===== src/rtl/speed_ctrl_pkg.sv =====
// Shared types and constants for the motor speed measurement sequencer.
package speed_ctrl_pkg;

  typedef enum logic [1:0] {
    S_IDLE  = 2'd0,
    S_ARM   = 2'd1,
    S_RUN   = 2'd2,
    S_STALL = 2'd3
  } speed_ctrl_state_t;

  localparam int unsigned MIN_WINDOW_CYCLES = 2;

endpackage


===== src/rtl/pulse_timebase.sv =====
// Free-running window time base: one-cycle registered pulse every period cycles while enabled.
module pulse_timebase
  import speed_ctrl_pkg::*;
#(
  parameter int unsigned WIDTH = 24
) (
  input  logic             i_clk,
  input  logic             i_rst_n,
  input  logic             i_enable,
  input  logic [WIDTH-1:0] i_period,
  output logic             o_pulse
);

  localparam logic [WIDTH-1:0] MIN_PERIOD = WIDTH'(MIN_WINDOW_CYCLES);

  logic [WIDTH-1:0] tb;
  logic [WIDTH-1:0] period_q;
  logic [WIDTH-1:0] period_clamped;
  logic             wrap;

  assign period_clamped = (i_period < MIN_PERIOD) ? MIN_PERIOD : i_period;
  assign wrap           = (tb == (period_q - WIDTH'(1)));

  // The period is only picked up while idle or at a wrap, so a change mid-window
  // never shortens or stretches the window already in progress.
  always_ff @(posedge i_clk or negedge i_rst_n) begin
    if (!i_rst_n) begin
      tb       <= '0;
      period_q <= MIN_PERIOD;
      o_pulse  <= 1'b0;
    end else if (!i_enable) begin
      tb       <= '0;
      period_q <= period_clamped;
      o_pulse  <= 1'b0;
    end else if (wrap) begin
      tb       <= '0;
      period_q <= period_clamped;
      o_pulse  <= 1'b1;
    end else begin
      tb       <= tb + WIDTH'(1);
      o_pulse  <= 1'b0;
    end
  end

endmodule


===== src/rtl/speed_meter_ctrl.sv =====
// Speed measurement sequencer: window time base, counter force-reset/unlock
// handshake and stall detection from consecutive empty windows.
//
// state   | meaning
// S_IDLE  | measurement disabled, counter held in reset
// S_ARM   | counter unlocked, waiting for first window boundary
// S_RUN   | measuring; empty windows counted towards stall
// S_STALL | rotor stalled, counter held until cleared
module speed_meter_ctrl
  import speed_ctrl_pkg::*;
#(
  parameter int unsigned CNT_WIDTH   = 24,
  parameter int unsigned STALL_WIDTH = 8
) (
  input  logic                   i_clk,
  input  logic                   i_rst_n,
  input  logic                   i_enable,
  input  logic                   i_spd_evt,
  input  logic [CNT_WIDTH-1:0]   i_window_cycles,
  input  logic [STALL_WIDTH-1:0] i_stall_windows,
  input  logic                   i_stall_clr,
  output logic                   o_time_trigger,
  output logic                   o_force_reset,
  output logic                   o_unlock,
  output logic                   o_stall,
  output logic [1:0]             o_state
);

  speed_ctrl_state_t      state;
  logic                   evt_seen;
  logic [STALL_WIDTH-1:0] miss;
  logic [STALL_WIDTH-1:0] miss_next;
  logic                   window_hit;
  logic                   stall_hit;

  pulse_timebase #(
    .WIDTH (CNT_WIDTH)
  ) u_timebase (
    .i_clk    (i_clk),
    .i_rst_n  (i_rst_n),
    .i_enable (i_enable),
    .i_period (i_window_cycles),
    .o_pulse  (o_time_trigger)
  );

  // An event coincident with the trigger still counts for the window being closed.
  assign window_hit = evt_seen | i_spd_evt;
  assign miss_next  = window_hit ? '0 :
                      (&miss)    ? miss : miss + STALL_WIDTH'(1);
  assign stall_hit  = (i_stall_windows != '0) && (miss_next >= i_stall_windows);

  always_ff @(posedge i_clk or negedge i_rst_n) begin
    if (!i_rst_n) begin
      evt_seen <= 1'b0;
    end else if (!i_enable || o_time_trigger) begin
      evt_seen <= 1'b0;
    end else if (i_spd_evt) begin
      evt_seen <= 1'b1;
    end
  end

  always_ff @(posedge i_clk or negedge i_rst_n) begin
    if (!i_rst_n) begin
      state         <= S_IDLE;
      miss          <= '0;
      o_force_reset <= 1'b1;
      o_unlock      <= 1'b0;
      o_stall       <= 1'b0;
    end else if (!i_enable) begin
      state         <= S_IDLE;
      miss          <= '0;
      o_force_reset <= 1'b1;
      o_unlock      <= 1'b0;
      o_stall       <= 1'b0;
    end else begin
      o_unlock <= 1'b0;
      unique case (state)
        S_IDLE: begin
          state         <= S_ARM;
          o_force_reset <= 1'b0;
          o_unlock      <= 1'b1;
        end
        S_ARM: begin
          if (o_time_trigger) begin
            state <= S_RUN;
            miss  <= '0;
          end
        end
        S_RUN: begin
          if (o_time_trigger) begin
            miss <= miss_next;
            if (stall_hit) begin
              state         <= S_STALL;
              o_force_reset <= 1'b1;
              o_stall       <= 1'b1;
            end
          end
        end
        S_STALL: begin
          if (i_stall_clr) begin
            state         <= S_ARM;
            o_force_reset <= 1'b0;
            o_unlock      <= 1'b1;
            o_stall       <= 1'b0;
          end
        end
        default: state <= S_IDLE;
      endcase
    end
  end

  assign o_state = state;

endmodule


===== config.mk =====
export PLATFORM = sky130hd
export DESIGN_NAME = speed_meter_ctrl
export DESIGN_NICKNAME = d
export VERILOG_FILES = /design/src/rtl/speed_ctrl_pkg.sv /design/src/rtl/pulse_timebase.sv /design/src/rtl/speed_meter_ctrl.sv
export SDC_FILE = /design/constraint.sdc
export NUM_CORES = 1
export LEC_CHECK = 0
export CORE_MARGIN = 3
export CORE_UTILIZATION = 63
export DETAILED_ROUTE_END_ITERATION = 8
export DONT_BUFFER_PORTS = 1
export PLACE_DENSITY_LB_ADDON = 0.2
export SETUP_SLACK_MARGIN = 0.1
export SYNTH_ARGS = -nofsm -noshare
export SYNTH_HDL_FRONTEND = slang
export SYNTH_SLANG_ARGS = --single-unit

===== constraint.sdc =====
create_clock -name i_clk -period 8.1 [get_ports i_clk]
set_clock_uncertainty 0.2 [all_clocks]
set_input_delay 1.62 -clock i_clk [delete_from_list [all_inputs] [get_ports i_clk]]
set_output_delay 1.62 -clock i_clk [all_outputs]
set_load 0.005 [all_outputs]

==> results.tsv <==
stage	metric	value	unit
clocking	hold_buffers	0	
pwr	powerDensity	191	nW/um2
finish	finalNetCount	462	
critical_path	critical_path.endpoint_type	register	
critical_path	path_max_fanout	25	
clocking	postCtsSetupBuffers	0	
critical_path	cp_num_buf_inv	2	
synthesis	yosysWarnings	0	
finish	antenna_cells	0	
clocking	numCtsBuffers	9	
die	die_height	85.5	um
finish	instances_no_fill	490	
timing	finalCriticalPeriod	4310	ps
clocking	postCtsResizedCells	0	
critical_path	critical_path_class	register to register	
clocking	cts-root-buf	clkbuf_8	
critical_path	critical_path.slowest_cell	or4_1	
synthesis	ys_seq_area_frac	0.397	
critical_path	cpPeakStageDelay	680	ps
finish	regArea	1580	um2
synthesis	ys_types	55	
die	initial_core_util	0.660	
die	die_area	7300	um2
die	placementRows	28	
pwr	vdd_drop_max	0.166	mV
drt	vias_per_cell	6.26	
clocking	clkSlewWorstSetupHoldPaths	70	ps
synthesis	synth_top_family_by_area	simple AND/OR/NAND/NOR gates	
grt	antenna_found_initial	0	
drt	dr.pass1.iters	4	
drt	drt_iter0_markers	212	
worst_hold_path	holdPathStages	2	
critical_path	reg2regPathDepth	11	
outcome	outcome	finished clean	
job	cap_viol_max_count	0	
synthesis	postSynth.asyncResetShare	1.00	
worst_hold_path	hp-class	register to register	
synthesis	synthAdderAreaFrac	0.0472	
synthesis	ys.flop_type	dfrtp_1	
clocking	cts.htree.levels	3	
timing	fmaxAchievable	0.232	GHz
clocking	clock_path_buffers	2	
die	ios	43	
drt	routed_wl	8.81	mm
finish	fill_cells	457	
pwr	leakagePower	1.78	nW
critical_path	r2r_slack	3790	ps
placed_design	hpwl	6.40	mm
grt	grt_usage	0.259	
clocking	cts_sinks	63	
placed_design	dp.cells	474	
synthesis	syn_inst	411	
drt	drc	0	
synthesis	ys_seq_elements	63	
critical_path	required	8130	ps
grt	grt_max_degree	64	
grt	grt_first_pass_wirelength	15.0	mm
timing	fin_crit_sh	0.532	
synthesis	synth_edf_count	0	
drt	via_count	3069	
synthesis	syn_nets	463	
synthesis	syn_area	3980	um2
clocking	clk_latency	350	ps
finish	area_growth	6.35	%
critical_path	critPathLaunchType	register	
timing	rsz0062_at_grt	false	
finish	multiInputGateArea	2240	um2
placed_design	gp_congestion	0.883	
drt	drt-wirelength-per-cell	18.0	um
die	die_w	85.5	um
clocking	cts_tree	done	
grt	first_global_vias	3114	
placed_design	portBuffers	0	
timing	setup_tns	0	ps
critical_path	crit_cells	11	
drt	ant_nets	0	
timing	finalMaxSlewViolations	0	
synthesis	synth_compound_area_frac	0.0919	
finish	drive_gt1_frac	0.125	
timing	finalSetupViolCount	0	
timing	worst_pin_slew	647	ps
die	fp.coreArea	6030	um2
critical_path	cp_cell_sequence	inv_1, ha_1, or3b_2, or4_1, nor4b_2, o22ai_1, nor4_1, nand4_1, nand2_2, buf_4, mux2_2	
critical_path	cp_data_arrival_time	4330	ps
grt	gr-total-overflow	0	
synthesis	synth_xor_area_frac	0.119	
synthesis	syn_area_per_cell	9.68	um2
critical_path	path_delay_family	simple AND/OR/NAND/NOR gates	
timing	max-slew-margin-rel	0.565	
synthesis	muxShareOfSynthArea	0.0884	
synthesis	synth_simple_gate_area_frac	0.216	
timing	hold_violations	0	
[cell type report]
cell class | instances | share of cell area
Timing Repair Buffer | 1 | 0.00177
Multi-Input combinational cell | 317 | 0.529
Tap cell | 75 | 0.0222
Inverter | 18 | 0.0160
Clock buffer | 14 | 0.0432
Sequential cell | 63 | 0.373
Clock inverter | 2 | 0.0142
[stage by stage]
stage	instance area (um2)	total power [W]	hold slack, ps	util	worst slack [ps]
2_1_floorplan	3980	0.000460	270	-	4400
3_5_place_dp	3990	0.000481	298	0.662	3820
5_1_grt	4230	0.000841	329	0.702	3540
3_3_place_gp	3990	0.000475	291	0.662	3970
4_1_cts	4230	0.000810	314	0.702	3800
6_report	4230	0.000808	314	0.702	3790
[cell families (layout without fill, tap and decap cells)]
| logic type | Yosys count | in the layout |
|---|---|---|
| XOR/XNOR | 54 | 54 |
| adder cells (fa/ha/maj) | 15 | 15 |
| buffers and inverters | 31 | 35 |
| AND/OR/NAND/NOR | 166 | 166 |
| flip-flops | 63 | 63 |
| AO/OA/AOI/OAI | 51 | 51 |
| multiplexers | 31 | 31 |
[synthesized netlist by cell type, types with 5 or more instances]
| cell | n | area [um2] |
|---|---|---|
| or3_1 | 5 | 31.3 |
| nor4_1 | 13 | 81.3 |
| nor3_1 | 10 | 50.1 |
| a22o_1 | 7 | 61.3 |
| inv_1 | 18 | 67.6 |
| xor2_1 | 26 | 228 |
| mux2_2 | 21 | 236 |
| a21oi_1 | 11 | 55.1 |
| nand4_1 | 12 | 75.1 |
| nand2_1 | 26 | 97.6 |
| a21o_1 | 5 | 37.5 |
| xnor2_1 | 28 | 245 |
| ha_1 | 15 | 188 |
| mux2i_1 | 7 | 70.1 |
| clkbuf_1 | 5 | 18.8 |
| nor2_1 | 52 | 195 |
| dfrtp_1 | 61 | 1530 |
| nand3_1 | 15 | 75.1 |
[worst min-delay path, delay by kind of cell, from the launching register on]
kind / cells / cell delay, ps
flops: 1 / 380
mux: 1 / 70
buf+inv: 1 / 60
[registers in the layout (all words and copies together), names as in the netlist]
signal               cells
o_force_reset            1
u_timebase.period_q     24
evt_seen                 1
o_unlock                 1
u_timebase.tb           24
o_stall                  1
u_timebase.o_pulse       1
miss                     8
o_state                  2
[per-layer routing]
layer	GRT usage	vias to the layer above	wire length [um]
met3	0.0553	13	454
met5	0	-	0
met1	0.338	1525	3920
li1	-	1461	-
met4	0.0849	0	96
met2	0.431	70	4340
[final timing paths]
kind | from | endpoint
max in group asynchronous | i_rst_n | u_timebase.period_q[1]
hold reg to reg | u_timebase.period_q[1] | u_timebase.period_q[1]
setup / recovery | u_timebase.period_q[0] | u_timebase.period_q[4]
hold / removal | u_timebase.period_q[1] | u_timebase.period_q[1]
min in group asynchronous | i_rst_n | u_timebase.tb[19]
setup reg to reg | u_timebase.period_q[0] | u_timebase.period_q[4]
[power by group]
| part | switching [W] | internal, W |
|---|---|---|
| combinational | 0.0000543 | 0.0000553 |
| sequential | 0.0000287 | 0.000338 |
| clock | 0.000125 | 0.000207 |
[placed cells by master (no fill, tap or decap), types with 7 or more instances in the layout]
cell	instances
mux2_2	21
a21oi_1	11
xor2_1	26
nand4_1	12
ha_1	15
mux2i_1	7
nor2_1	52
xnor2_1	28
nor3_1	10
clkbuf_8	13
nand2_1	25
inv_1	18
dfrtp_1	61
nand3_1	15
a22o_1	7
nor4_1	13
(Power assumes the default switching activity.)
